<file path="src/rtl/rle_compressor.sv">
// Run-length encoder for 1-bit pixel frames; emits {pixel, count} run words
// through a single-entry output register with valid/ready handshakes on both sides.
module rle_compressor #(
   parameter int unsigned FRAME_PIXELS = 16384,
   parameter int unsigned COUNT_W      = 15
) (
   input  logic               clk,
   input  logic               rst_n,
   input  logic               start,
   input  logic               pix_valid,
   input  logic               pix_data,
   output logic               pix_ready,
   output logic               word_valid,
   output logic [COUNT_W:0]   word_data,
   input  logic               word_ready,
   output logic               busy,
   output logic               done,
   output logic [15:0]        words_emitted
);

   localparam int unsigned      WORD_W   = COUNT_W + 1;
   localparam logic [COUNT_W-1:0] CNT_MAX = '1;
   localparam logic [15:0]      LAST_IDX = 16'(FRAME_PIXELS - 1);

   typedef enum logic [1:0] {IDLE, RUN, FLUSH, DRAIN} state_t;

   state_t              state_q, state_d;
   logic                run_bit_q, run_bit_d;
   logic [COUNT_W-1:0]  run_cnt_q, run_cnt_d;
   logic [15:0]         pix_idx_q, pix_idx_d;
   logic                load;
   logic [WORD_W-1:0]   load_data;
   logic                reg_free;
   logic                consume;
   logic                accept;

   assign reg_free = !word_valid || word_ready;
   assign consume  = word_valid && word_ready;
   assign accept   = pix_valid && pix_ready;

   // State register
   always_ff @(posedge clk or negedge rst_n) begin
      if (!rst_n) state_q <= IDLE;
      else        state_q <= state_d;
   end

   // Next-state logic
   always_comb begin
      state_d = state_q;
      case (state_q)
         IDLE:    if (start) state_d = RUN;
         RUN:     if (accept && (pix_idx_q == LAST_IDX)) state_d = FLUSH;
         FLUSH:   if (reg_free) state_d = DRAIN;
         DRAIN:   if (consume) state_d = IDLE;
         default: state_d = IDLE;
      endcase
   end

   // Outputs and run-tracking updates
   always_comb begin
      pix_ready = 1'b0;
      busy      = (state_q != IDLE);
      done      = 1'b0;
      load      = 1'b0;
      load_data = {run_bit_q, run_cnt_q};
      run_bit_d = run_bit_q;
      run_cnt_d = run_cnt_q;
      pix_idx_d = pix_idx_q;
      case (state_q)
         IDLE: begin
            if (start) begin
               run_bit_d = 1'b0;
               run_cnt_d = '0;
               pix_idx_d = '0;
            end
         end
         RUN: begin
            pix_ready = reg_free;
            if (reg_free && pix_valid) begin
               pix_idx_d = pix_idx_q + 16'd1;
               if (run_cnt_q == '0) begin
                  run_bit_d = pix_data;
                  run_cnt_d = COUNT_W'(1);
               end else if ((pix_data == run_bit_q) && (run_cnt_q != CNT_MAX)) begin
                  run_cnt_d = run_cnt_q + COUNT_W'(1);
               end else begin
                  // Run ends: emit it and start a new run with this pixel
                  load      = 1'b1;
                  run_bit_d = pix_data;
                  run_cnt_d = COUNT_W'(1);
               end
            end
         end
         FLUSH:   load = reg_free;
         DRAIN:   done = consume;
         default: ;
      endcase
   end

   // Run state, output register and word counter
   always_ff @(posedge clk or negedge rst_n) begin
      if (!rst_n) begin
         run_bit_q     <= 1'b0;
         run_cnt_q     <= '0;
         pix_idx_q     <= '0;
         word_valid    <= 1'b0;
         word_data     <= '0;
         words_emitted <= '0;
      end else begin
         run_bit_q <= run_bit_d;
         run_cnt_q <= run_cnt_d;
         pix_idx_q <= pix_idx_d;
         if (load) begin
            word_valid <= 1'b1;
            word_data  <= load_data;
         end else if (consume) begin
            word_valid <= 1'b0;
         end
         if ((state_q == IDLE) && start)
            words_emitted <= '0;
         else if (consume && (words_emitted != 16'hFFFF))
            words_emitted <= words_emitted + 16'd1;
      end
   end

endmodule

</file>
<file path="config.mk">
export PLATFORM = sky130hd
export DESIGN_NAME = rle_compressor
export DESIGN_NICKNAME = d
export VERILOG_FILES = /design/src/rtl/rle_compressor.sv
export SDC_FILE = /design/constraint.sdc
export NUM_CORES = 1
export LEC_CHECK = 0
export ABC_AREA = 1
export ABC_CLOCK_PERIOD_IN_PS = 1900
export BUFFER_PORTS_ARGS = -buffer_cell sky130_fd_sc_hd__clkbuf_2
export CAP_MARGIN = 20
export CORE_MARGIN = 8
export CORE_UTILIZATION = 30
export DETAILED_ROUTE_END_ITERATION = 8
export SYNTH_ARGS = -nofsm -noshare
export SYNTH_HDL_FRONTEND = slang
export SYNTH_SLANG_ARGS = --single-unit
</file>
<file path="constraint.sdc">
create_clock -name clk -period 1.9 [get_ports clk]
set_clock_uncertainty 0.1 [all_clocks]
set_input_delay 0.19 -clock clk [delete_from_list [all_inputs] [get_ports clk]]
set_output_delay 0.19 -clock clk [all_outputs]
set_load 0.005 [all_outputs]
</file>
==> results.toml <==
[outcome]
status = "complete, no violations"

[timing]
setup_viol = 0
max_freq_mhz = 544
hold_slack_ns = 0.0210
fin_ws_ns = 0.0613
tightest_slew_ns = 0.429
fin_crit_ns = 1.84
hold_viol_final = 0
tns_ns = 0
rsz0062_at_grt = "true"
relSlewSlack = 0.712
drv_slew = 0
period_share = 0.968

[yosys]
synth_top_area_frac = 0.447
synth.most_common_cell = "nand2_1"
synthFlopType = "dfrtp_1"
synth_cell_type_count = 38
synth.cell_area_sq_mm = 0.00375
synth-seq-area-share = 0.447
syn_nets = 510
ys_top_cells_by_area = "dfrtp_1 (45%), nand2_1 (15%), nor2_1 (7.2%), nand3_1 (5.3%), inv_1 (4.4%)"
synth_top_area_cell = "dfrtp_1"
synth_edf_count = 0
synthTopCellsByCount = "nand2_1 (152), nor2_1 (72), dfrtp_1 (67), inv_1 (44), nand3_1 (40)"
async_flop_share = 1.00
ys_ff_latch = 67
syn_inst = 496
yosysWarnings = 0
avgSynthCellArea_sq_um = 7.56

[floorplanning]
start_util = 0.302
core_region_area_sq_mm = 0.0124
num_rows = 41
num_io_pins = 42
die_area_sq_mm = 0.0163
fp.dieW_um = 128
fp.dieH_um = 128

[clocking]
cts_tree = "done"
clkLatencyLatePin_ns = 0.34
path_clk_slew_ns = 0.06
cts_sinks = 67
ctsLongestPathBuffers = 2
cts_root_buf = "clkbuf_16"
htreeDepth = 3
cts_buffers = 9

[power]
power.density_mw_per_mm2 = 1130
ir_worst_vdd_v = 0.000688
finalPower_mw = 5.54
p_leak_nw = 2.35

[setup_path]
critPathCaptureType = "register"
regToRegSetupSlack_ns = 0.06
crit_start = "run_cnt_q[0]$_DFFE_PN0P_"
cp.arrival_ns = 1.96
crit_path_max_fanout = 8
r2r_start = "run_cnt_q[0]$_DFFE_PN0P_"
worst_setup_path_start_kind = "register"
endpoint = "word_data[13]$_DFFE_PN0P_"
cp.required_ns = 2.03
criticalPathCategory = "register to register"
worstReg2RegEnd = "word_data[13]$_DFFE_PN0P_"
r2r_cells = 11

[placement]
place_worst_setup_slack_ns = -0.152
place_area_sq_mm = 0.00430
dp.cells = 724
dp_hpwl_um = 6630
portBuffers = 41
gp_congestion = 0.835

[detailed_routing]
route.detailed.drc = 0
drt_pass1_iterations = 4
wl_met1_um = 4580
drt_iter0_drc = 246
dr_wl_met2_um = 4590
via_per_inst = 4.60
finalWirelength_um = 9730
final_antenna_net_count = 0
wl_per_cell_um = 12.9
top_layer = "met4"
met3WireLength_um = 428
vias = 3460

[flow_run]
cap_violations = 0

[global_routing]
grt_pass1_vias = 3387
grt_pass1_wl_um = 15900
overflow = 0
antenna_found_initial = 0
grt.total_usage = 0.119
grt_max_degree = 68

[cells_and_area]
areaGrowthSynthToFinish_pct = 30.9
register_area_sq_mm = 0.00168
stdcell_area_sq_mm = 0.00491
fill_cells = 1270
finalNonFillerCells = 752
nets = 589
fin_util = 0.395
drive_gt1_frac = 0.250
num_antenna_cells = 0
multiInputGateArea_sq_mm = 0.00201

[worst_hold_path]
hold_class = "primary input to register"
holdCritStartpoint = "pix_data"
cells by family after synthesis:
logic type | count (synthesis) | share of synthesized area
flops | 67 | 0.447
xor+xnor | 21 | 0.0491
fa+ha+maj | 8 | 0.0267
buf+inv | 59 | 0.0688
simple gates | 312 | 0.359
compound gates | 29 | 0.0491
worst max-delay path: stages (launching register included):
cell	delay, ns
dfrtp_1	0.42
ha_1	0.22
inv_1	0.12
nor2_4	0.06
nand2_2	0.09
nor2_4	0.04
nor2_4	0.15
o21bai_4	0.10
buf_6	0.13
clkbuf_16	0.16
nand3_1	0.06
nand2_1	0.06
registers in the layout, summed over array words and instances, names as in the netlist:
signal,count
pix_idx_q,16
word_data,16
words_emitted,16
run_cnt_q,15
state_q,2
run_bit_q,1
word_valid,1
layout by cell type (no fill, tap or decap), drive strengths merged, types with 2 or more instances in the layout:
cell type and count:
nand2 157, nor2 76, dfrtp 67, clkbuf 51, inv 47, nand3 40
buf 37, nand4 17, xor2 12, nor3 12, o21ai 10, xnor2 9
a21oi 9, ha 8, nand3b 7, clkinv 5, o22ai 2, o21bai 2
repair_timing:
action                                  in CTS  in global routing
endpoints found under the setup margin      27                 63
buffers inserted                             1                  8
resized for setup                            9                 52
pin swaps                                    2                  6
hold buffers                                 1                  0
cloned                                       0                  2
hold endpoints to repair                    67                  0
power breakdown:
group	leakage, nW	switching (mW)	internal [mW]
sequential	0.924	0.0972	1.55
combinational	1.30	1.42	0.981
clock	0.132	0.616	0.870
total	2.35	2.14	3.41
layout make-up:
type,instances,area share
inverters,47,0.0375
clock inverters,6,0.00663
clock buffers,10,0.0467
flip-flops and latches,67,0.342
repair buffers,79,0.113
multi-input cells,371,0.411
well taps,172,0.0439
metal layers:
layer | vias up | track usage
li1 | 1756 | -
met1 | 1638 | 0.152
met2 | 54 | 0.190
met3 | 12 | 0.0295
met4 | 0 | 0.0462
met5 | - | 0
worst min-delay path by stage:
stage,to,slack (ns),depth (start not counted)
floorplan,pix_idx_q[0]$_DFFE_PN0P_,-0.21,0
global placement,word_data[4]$_DFFE_PN0P_,0.14,2
detailed placement,word_data[4]$_DFFE_PN0P_,0.15,2
CTS,run_bit_q$_DFFE_PN0P_,0.02,3
global route,run_bit_q$_DFFE_PN0P_,0.04,3
finish,run_bit_q$_DFFE_PN0P_,0.02,3
Power figures use the tool's default switching activity.
